<file path="src/rtl/xbusdec_pkg.sv">
// Shared definitions for the xbusdec address decoder: FSM encoding,
// control-register offsets and STAT field layout.
package xbusdec_pkg;

    typedef enum logic [1:0] {
        ST_IDLE   = 2'd0,
        ST_ACCESS = 2'd1,
        ST_RESP   = 2'd2
    } state_t;

    localparam int STAT_OFS        = 0;
    localparam int SRST_OFS        = 1;
    localparam int ERR_CNT_W       = 8;
    localparam int STAT_CNT_LSB    = 0;
    localparam int STAT_STICKY_BIT = 8;

endpackage

</file>
<file path="src/rtl/xbusdec_xaddrmatch.sv">
// Combinational slave address match with lowest-index priority.
module xaddrmatch
    import xbusdec_pkg::*;
#(
    parameter int                        N_SLV    = 8,
    parameter int                        ADDR_W   = 12,
    parameter logic [N_SLV*ADDR_W-1:0]   SLV_BASE = '0,
    parameter logic [N_SLV*ADDR_W-1:0]   SLV_MASK = '0
)(
    input  logic [ADDR_W-1:0] i_addr,
    output logic              o_hit,
    output logic [N_SLV-1:0]  o_onehot
);

    // Walk from the top down so the lowest matching index overrides the rest.
    always_comb begin
        o_onehot = '0;
        o_hit    = 1'b0;
        for (int i = N_SLV - 1; i >= 0; i--) begin
            if ((i_addr & SLV_MASK[i*ADDR_W +: ADDR_W]) ==
                (SLV_BASE[i*ADDR_W +: ADDR_W] & SLV_MASK[i*ADDR_W +: ADDR_W])) begin
                o_onehot    = '0;
                o_onehot[i] = 1'b1;
                o_hit       = 1'b1;
            end
        end
    end

endmodule

</file>
<file path="src/rtl/xbusdec.sv">
// Single-master to N-slave bus decoder with wait-state timeout, error
// statistics (STAT) and per-slave soft reset (SRST) control registers.
module xbusdec
    import xbusdec_pkg::*;
#(
    parameter int                        N_SLV     = 8,
    parameter int                        ADDR_W    = 12,
    parameter int                        DATA_W    = 32,
    parameter logic [N_SLV*ADDR_W-1:0]   SLV_BASE  = '0,
    parameter logic [N_SLV*ADDR_W-1:0]   SLV_MASK  = '0,
    parameter logic [ADDR_W-1:0]         CTRL_BASE = {{(ADDR_W-1){1'b1}}, 1'b0},
    parameter int                        TMO       = 15
)(
    input  logic                    clk,
    input  logic                    rst,
    input  logic                    m_sel,
    input  logic                    m_we,
    input  logic [ADDR_W-1:0]       m_addr,
    input  logic [DATA_W-1:0]       m_wdata,
    output logic [DATA_W-1:0]       m_rdata,
    output logic                    m_ready,
    output logic                    m_err,
    output logic [N_SLV-1:0]        s_sel,
    output logic [N_SLV-1:0]        s_rst,
    output logic                    s_we,
    output logic [ADDR_W-1:0]       s_addr,
    output logic [DATA_W-1:0]       s_wdata,
    input  logic [N_SLV*DATA_W-1:0] s_rdata,
    input  logic [N_SLV-1:0]        s_ready
);

    localparam logic [ADDR_W-1:0] STAT_ADDR = CTRL_BASE + ADDR_W'(STAT_OFS);
    localparam logic [ADDR_W-1:0] SRST_ADDR = CTRL_BASE + ADDR_W'(SRST_OFS);
    localparam logic [7:0]        TMO_LAST  = 8'(TMO - 1);

    state_t                 r_state;
    logic [7:0]             r_cnt;
    logic                   r_sticky;
    logic [ERR_CNT_W-1:0]   r_err_cnt;

    logic                   w_hit;
    logic [N_SLV-1:0]       w_onehot;
    logic                   w_is_stat;
    logic                   w_is_srst;
    logic                   w_rdy;
    logic [DATA_W-1:0]      w_rd;

    function automatic logic [ERR_CNT_W-1:0] sat_inc(input logic [ERR_CNT_W-1:0] v);
        return (v == {ERR_CNT_W{1'b1}}) ? v : v + 1'b1;
    endfunction

    function automatic logic [DATA_W-1:0] stat_word(input logic sticky,
                                                    input logic [ERR_CNT_W-1:0] cnt);
        logic [DATA_W-1:0] w;
        w = '0;
        w[STAT_CNT_LSB +: ERR_CNT_W] = cnt;
        w[STAT_STICKY_BIT]           = sticky;
        return w;
    endfunction

    xaddrmatch #(
        .N_SLV    (N_SLV),
        .ADDR_W   (ADDR_W),
        .SLV_BASE (SLV_BASE),
        .SLV_MASK (SLV_MASK)
    ) u_match (
        .i_addr   (m_addr),
        .o_hit    (w_hit),
        .o_onehot (w_onehot)
    );

    assign w_is_stat = (m_addr == STAT_ADDR);
    assign w_is_srst = (m_addr == SRST_ADDR);

    // s_sel is one-hot, so masking by it isolates the active slave.
    assign w_rdy = |(s_ready & s_sel);
    always_comb begin
        w_rd = '0;
        for (int i = 0; i < N_SLV; i++) begin
            if (s_sel[i]) w_rd = w_rd | s_rdata[i*DATA_W +: DATA_W];
        end
    end

    always_ff @(posedge clk) begin
        if (!rst) begin
            r_state   <= ST_IDLE;
            r_cnt     <= '0;
            r_sticky  <= 1'b0;
            r_err_cnt <= '0;
            m_ready   <= 1'b0;
            m_err     <= 1'b0;
            m_rdata   <= '0;
            s_sel     <= '0;
            s_rst     <= '0;
            s_we      <= 1'b0;
            s_addr    <= '0;
            s_wdata   <= '0;
        end else begin
            m_ready <= 1'b0;
            s_rst   <= '0;
            case (r_state)
                ST_IDLE: begin
                    if (m_sel) begin
                        s_we    <= m_we;
                        s_addr  <= m_addr;
                        s_wdata <= m_wdata;
                        if (w_is_stat) begin
                            r_state <= ST_RESP;
                            m_ready <= 1'b1;
                            m_err   <= 1'b0;
                            if (m_we) begin
                                r_sticky  <= 1'b0;
                                r_err_cnt <= '0;
                                m_rdata   <= '0;
                            end else begin
                                m_rdata <= stat_word(r_sticky, r_err_cnt);
                            end
                        end else if (w_is_srst) begin
                            r_state <= ST_RESP;
                            m_ready <= 1'b1;
                            m_err   <= 1'b0;
                            m_rdata <= '0;
                            if (m_we) s_rst <= m_wdata[N_SLV-1:0];
                        end else if (w_hit) begin
                            r_state <= ST_ACCESS;
                            s_sel   <= w_onehot;
                            r_cnt   <= '0;
                        end else begin
                            r_state <= ST_RESP;
                            m_ready <= 1'b1;
                            m_err   <= 1'b1;
                            m_rdata <= '0;
                        end
                    end
                end
                ST_ACCESS: begin
                    if (w_rdy) begin
                        r_state <= ST_RESP;
                        s_sel   <= '0;
                        m_ready <= 1'b1;
                        m_err   <= 1'b0;
                        m_rdata <= s_we ? '0 : w_rd;
                    end else if (r_cnt == TMO_LAST) begin
                        r_state <= ST_RESP;
                        s_sel   <= '0;
                        m_ready <= 1'b1;
                        m_err   <= 1'b1;
                        m_rdata <= '0;
                    end else begin
                        r_cnt <= r_cnt + 8'd1;
                    end
                end
                ST_RESP: begin
                    // Error accounting lands as the response retires.
                    if (m_err) begin
                        r_sticky  <= 1'b1;
                        r_err_cnt <= sat_inc(r_err_cnt);
                    end
                    r_state <= ST_IDLE;
                    m_err   <= 1'b0;
                    m_rdata <= '0;
                end
                default: r_state <= ST_IDLE;
            endcase
        end
    end

endmodule

</file>
<file path="config.mk">
export PLATFORM = sky130hd
export DESIGN_NAME = xbusdec
export DESIGN_NICKNAME = d
export VERILOG_FILES = /design/src/rtl/xbusdec_pkg.sv /design/src/rtl/xbusdec_xaddrmatch.sv /design/src/rtl/xbusdec.sv
export SDC_FILE = /design/constraint.sdc
export NUM_CORES = 1
export LEC_CHECK = 0
export BUFFER_PORTS_ARGS = -buffer_cell sky130_fd_sc_hd__clkbuf_2
export CAP_MARGIN = 40
export CORE_AREA = 5 5 157 159
export CTS_CLUSTER_DIAMETER = 100
export DETAILED_ROUTE_END_ITERATION = 12
export DIE_AREA = 0 0 162 164
export GPL_ROUTABILITY_DRIVEN = 0
export HOLD_SLACK_MARGIN = 0.06
export PLACE_DENSITY_LB_ADDON = 0.1
export RECOVER_POWER = 25
export SYNTH_ARGS = -nofsm -noshare
export SYNTH_HDL_FRONTEND = slang
export SYNTH_SLANG_ARGS = --single-unit
</file>
<file path="constraint.sdc">
create_clock -name clk -period 6.3 [get_ports clk]
set_input_delay 1.575 -clock clk [delete_from_list [all_inputs] [get_ports clk]]
set_output_delay 1.575 -clock clk [all_outputs]
set_load 0.01 [all_outputs]
</file>
**Word-level counts from Yosys, hierarchy flattened**

Cells that the tools add are included.

- Register bits after elaboration: 114
- Memories kept: 0
- Bits in latches: 0
- Bits in read-only memories: 0
- Output and inout bits: 95
- Memory bits (writable): 0
- Word-level logic and storage cells: 114

- Multiply operators: 0
- Reductions and logical operators: 13
- Multiplexer cells: 57
- Bitwise gates (word level): 13
- Div/mod/pow operators: 0
- Add/sub/neg operators: 2
- Shifts and indexed selects: 0
- Eq/ne operators: 17
- $lt $le $gt $ge: 0

Operators by type and width:

| operator | count |
|---|---|
| two-way mux 32 bit | 14 |
| OR 32 bit | 7 |
| two-way mux 8 bit | 15 |
| case mux 32 bit (3 select lines) | 1 |
| case mux 8 bit (2 select lines) | 3 |
| == test 12 bit (second input constant) | 2 |
| != test 2 bit (second input constant) | 9 |
| adder 8 x 1 -> 8 bit (second input constant) | 2 |
| two-way mux 1 bit | 14 |
| AND reduction 6 bit | 2 |
| two-way mux 2 bit | 5 |
| AND reduction 5 bit | 2 |
| two-way mux 9 bit | 1 |
| AND 8 bit | 1 |
| == test 8 x 4 -> 1 bit (second input constant) | 1 |
| == test 8 bit (second input constant) | 1 |
| OR reduction 8 bit | 1 |
| != test 3 bit (second input constant) | 2 |
| OR reduction 6 bit | 1 |
| inverter 1 bit | 5 |
| case mux 1 bit (2 select lines) | 2 |
| case mux 2 bit (2 select lines) | 1 |
| AND reduction 2 bit | 2 |
| AND reduction 4 bit | 1 |
| other kinds (6) | 7 |

**Longest topological paths before layout**

- Depth in word-level cells: 18
- Gate-level depth with buffers: 9
- Depth with buffers taken out: 7

**Hierarchy**

A second synthesis with hierarchy kept.

- Cells, all modules: 737
- Area total of the unflattened synthesis: 6018.3 sq um

By module, submodules not included:

| module | area an instance (sq um) | instances | cells an instance |
|---|---|---|---|
| xbusdec | 5943.2 | 1 | 726 |
| xaddrmatch | 75.1 | 1 | 11 |

**Worst setup path before layout**

Ideal clock, no wire load.

- Kind: input-to-reg
- Start point: in m_addr[10]
- End point: reg m_rdata[2]
- Data arrival time: 3.073 ns
- Stages: 6
- Path buffers: 1
- Slack: 3.148 ns
- Data required time: 6.220 ns
- Cells stage by stage: nand4_1 > or3_1 > clkbuf_1 > nor4_2 > a22oi_1 > a211oi_2

- Longest elaborated chain between the ends: 4
- Elaborated cells on any way between the ends: 7
- Those cells by class: eq/ne: 3; mux: 3; reduce/logical: 1

Ends and longest elaborated chain:

| item | RTL line | source |
|---|---|---|
| from (decl) | xbusdec.sv:18 | `input logic [ADDR_W-1:0] m_addr,` |
| == test 12 bit | xbusdec.sv:72 | `assign w_is_stat = (m_addr == STAT_ADDR);` |
| two-way mux 32 bit | xbusdec.sv:107 | `if (w_is_stat) begin` |
| two-way mux 32 bit | xbusdec.sv:103 | `if (m_sel) begin` |
| case mux 32 bit (3 select lines) | xbusdec.sv:101 | `case (r_state)` |
| to (signal assigned) | xbusdec.sv:116 | `m_rdata <= stat_word(r_sticky, r_err_cnt);` |
| to (signal assigned) | xbusdec.sv:142 | `m_rdata <= s_we ? '0 : w_rd;` |
| to (decl) | xbusdec.sv:20 | `output logic [DATA_W-1:0] m_rdata,` |

Parallel ways exist; a longest one is shown, timed or not. The select of a mux whose other input is x is not followed.
A chain may end at the register's enable or synchronous reset.

**Worst setup path in the final report**

- Start point: in rst
- End point: reg s_rst[5]

- Longest elaborated chain between the ends: 2

Ends and longest elaborated chain:

| item | RTL line | source |
|---|---|---|
| from (decl) | xbusdec.sv:15 | `input logic rst,` |
| inverter 1 bit (no line) | n/a |  |
| OR reduction 6 bit (no line) | n/a |  |
| to (signal assigned) | xbusdec.sv:123 | `if (m_we) s_rst <= m_wdata[N_SLV-1:0];` |
| to (decl) | xbusdec.sv:24 | `output logic [N_SLV-1:0] s_rst,` |

Every way passes these cells.

==> results.toml <==
[worst_setup_path]
crit_chain = "clkbuf_1, clkbuf_1, nand2_1, nor3_1, buf_2, and2_1"
crit_fanout = 20
r2r_slack_ps = 3700
crit_slowest_cell = "clkbuf_1"
cp.depth = 6
endpoint = "s_rst[5]$_SDFF_PP0_"
path_buf_inv = 3
arrival_ps = 3780
cp.required_ps = 6590
worst_setup_path_start_kind = "input port"
slowest_delay_ps = 820
reg2regPathDepth = 7
crit_family = "buffers and inverters"
crit_top_cell = "clkbuf_1"
crit_path_start = "rst"
r2r_end = "r_err_cnt[3]$_SDFFE_PN0P_"
r2r_start = "r_state[0]$_SDFFE_PN0P_"
worstSetupPathType = "input port to register"
cp-end-kind = "register"

[timing]
relSlewSlack_pct = 21.7
fmax_mhz = 287
tightest_slew_ps = 1170
period_share_pct = 55.3
slew_viol_final = 0
finClkSkew_ps = 6.64
grt_setup_unrepaired = "false"
fin_tns_setup_ps = 0
setup_viol = 0
hold_viol_final = 0
fin_crit_ps = 3480

[cts]
cts_buffers = 9
post_cts_buffers = 0
cts_tree = "yes"
cts_max_path_buffers = 2
path_clk_slew_ps = 70
cts-root-buf = "clkbuf_16"
cts_max_level = 3
hold_buffers = 0
clock-sinks = 107
cts_resized = 0
insertion_delay_ps = 350

[global_route]
grt-ovfl-total = 0
grt_util_all_layers_pct = 10.6
grt_pass1_vias = 4149
grt_max_degree = 67
antenna_found_initial = 0
grt_pass1_wl_um = 22600

[synth]
synthSimpleGateAreaFrac_pct = 25.0
synth.avg_cell_area_sq_um = 8.20
synth_top_family_by_area = "simple AND/OR/NAND/NOR gates"
yosysSeqAreaShare_pct = 49.2
synth_enable_flop_cells = 0
ys_warn_count = 0
synth_common_cells = "nand2_1, dfxtp_1, a21oi_1, nand3_1, o21ai_0"
synth_compound_area_share_pct = 18.3
synth-async-reset-ratio_pct = 0
synth_top_area_share_pct = 49.2
synthMuxAreaShare_pct = 0.230
synth_area_leaders = "dfxtp_1, nand2_1, a21oi_1, nand3_1, o21ai_0"
synth-main-ff-cell = "dfxtp_1"
synth_seq_cells = 107
netlist_area_sq_mm = 0.00435
yosysMostFrequentCell = "nand2_1"
synth_cells = 531
synth_top_cell_by_area = "dfxtp_1"
synth-xor-area-share_pct = 0
synth_cell_types = 47
synth-adder-area-share_pct = 2.01

[routing]
initialDrtViolationCount = 271
wl_met1_um = 6800
ant_nets = 0
num_vias = 4198
totalWireLength_um = 14400
wl_met3_um = 1770
wl_per_cell_um = 14.7
vias_per_cell = 4.29
drc = 0
met2_length_um = 5660
top_layer = "met4"
first_pass_iters = 4

[floorplanning]
rows = 56
io_pins = 407
dieWidth_um = 162
start_util_pct = 18.8
fp.dieArea_sq_mm = 0.0266
die_h_um = 164
coreArea_sq_mm = 0.0231

[placement]
place_area_sq_mm = 0.00545
dpl.hpwl_um = 10400
port-buffer-count = 168

[min_path]
min_from = "s_wdata[13]$_SDFFE_PN0P_"
min_path_type = "register to register"
hold_depth = 2

[power_and_ir_drop]
peakVddDrop_v = 0.000125
power_density_mw_per_mm2 = 364
p_total_w = 0.00208
power_leakage_nw = 2.20

[layout]
syn2layout_area_growth_pct = 31.4
finish.instance_area_sq_mm = 0.00572
diodes = 0
fin_nets = 1003
drive_above_1_share_pct = 23.8

[outcome]
status = "finished, final reports clean"

[flow_run]
drv_cap = 0
logic make-up (layout without fill, tap and decap cells):
| logic type | count (synthesis) | in the layout |
|---|---|---|
| AO/OA/AOI/OAI | 132 | 132 |
| multiplexers | 1 | 1 |
| buffers and inverters | 45 | 197 |
| AND/OR/NAND/NOR | 238 | 238 |
| adder cells (fa/ha/maj) | 7 | 7 |
| other | 1 | 7 |
| flip-flops | 107 | 107 |
cell type report:
type	count	area, sq um
Inverter	5	18.8
Timing Repair Buffer	176	853
Fill cell	2580	17400
Clock inverter	4	72.6
Multi-Input combinational cell	385	2010
Sequential cell	107	2140
Clock buffer	12	256
Tap cell	290	363
layer usage:
metal / track usage (%) / vias up
met4: 3.34 / 0
met3: 5.62 / 10
li1: - / 2116
met2: 15.1 / 167
met5: 0 / -
met1: 13.9 / 1905
placed cells by master, fill, tap and decap left out, drive strengths merged, types with 4 or more instances in the layout:
| master | Yosys | layout |
|---|---|---|
| nor2 | 17 | 17 |
| a31oi | 6 | 6 |
| or3 | 4 | 4 |
| dfxtp | 107 | 107 |
| a21oi | 60 | 60 |
| ha | 7 | 7 |
| and2 | 11 | 11 |
| nand2 | 140 | 140 |
| clkbuf | 25 | 181 |
| buf | 15 | 7 |
| nand4 | 4 | 4 |
| a22oi | 10 | 10 |
| nor3 | 5 | 5 |
| a211oi | 9 | 9 |
| nand3b | 6 | 6 |
| and3 | 5 | 5 |
| inv | 5 | 5 |
| nand3 | 31 | 31 |
| o21ai | 31 | 31 |
| conb | 1 | 7 |
worst min path at each step:
stage / endpoint / slack, ps
after CTS: s_wdata[12]$_SDFFE_PN0P_ / 460
after global placement: s_addr[1]$_SDFFE_PN0P_ / 440
after global routing: s_wdata[17]$_SDFFE_PN0P_ / 470
after detailed placement: s_wdata[13]$_SDFFE_PN0P_ / 450
final: s_wdata[13]$_SDFFE_PN0P_ / 460
after floorplan: r_cnt[4]$_SDFFE_PN0P_ / 460
through the flow:
stage	hold WS (ps)	util [%]	instances	worst slack (ps)
after floorplan	458	-	537	3150
after global placement	443	23.4	960	2200
after detailed placement	450	23.6	963	2630
after CTS	462	25.0	979	3000
after global routing	468	24.7	979	2540
final	458	24.7	979	2820
worst min-delay path: stages (launching register included):
cell and delay [ps]:
dfxtp_1 310, nand2_1 50, a21oi_1 50
power breakdown:
part / leakage, nW / switching [W] / internal, W
clock network: 0.159 / 0.000264 / 0.000370
registers: 0.871 / 0.0000592 / 0.000771
logic: 1.17 / 0.000410 / 0.000206
total: 2.20 / 0.000733 / 0.00135
flip-flops by register name, summed over array words and instances, names as in the netlist, 2 cells and up:
| name | cells |
|---|---|
| s_addr | 12 |
| s_rst | 8 |
| r_cnt | 8 |
| s_wdata | 32 |
| r_err_cnt | 8 |
| m_rdata | 32 |
| r_state | 2 |
(Power assumes the default switching activity.)
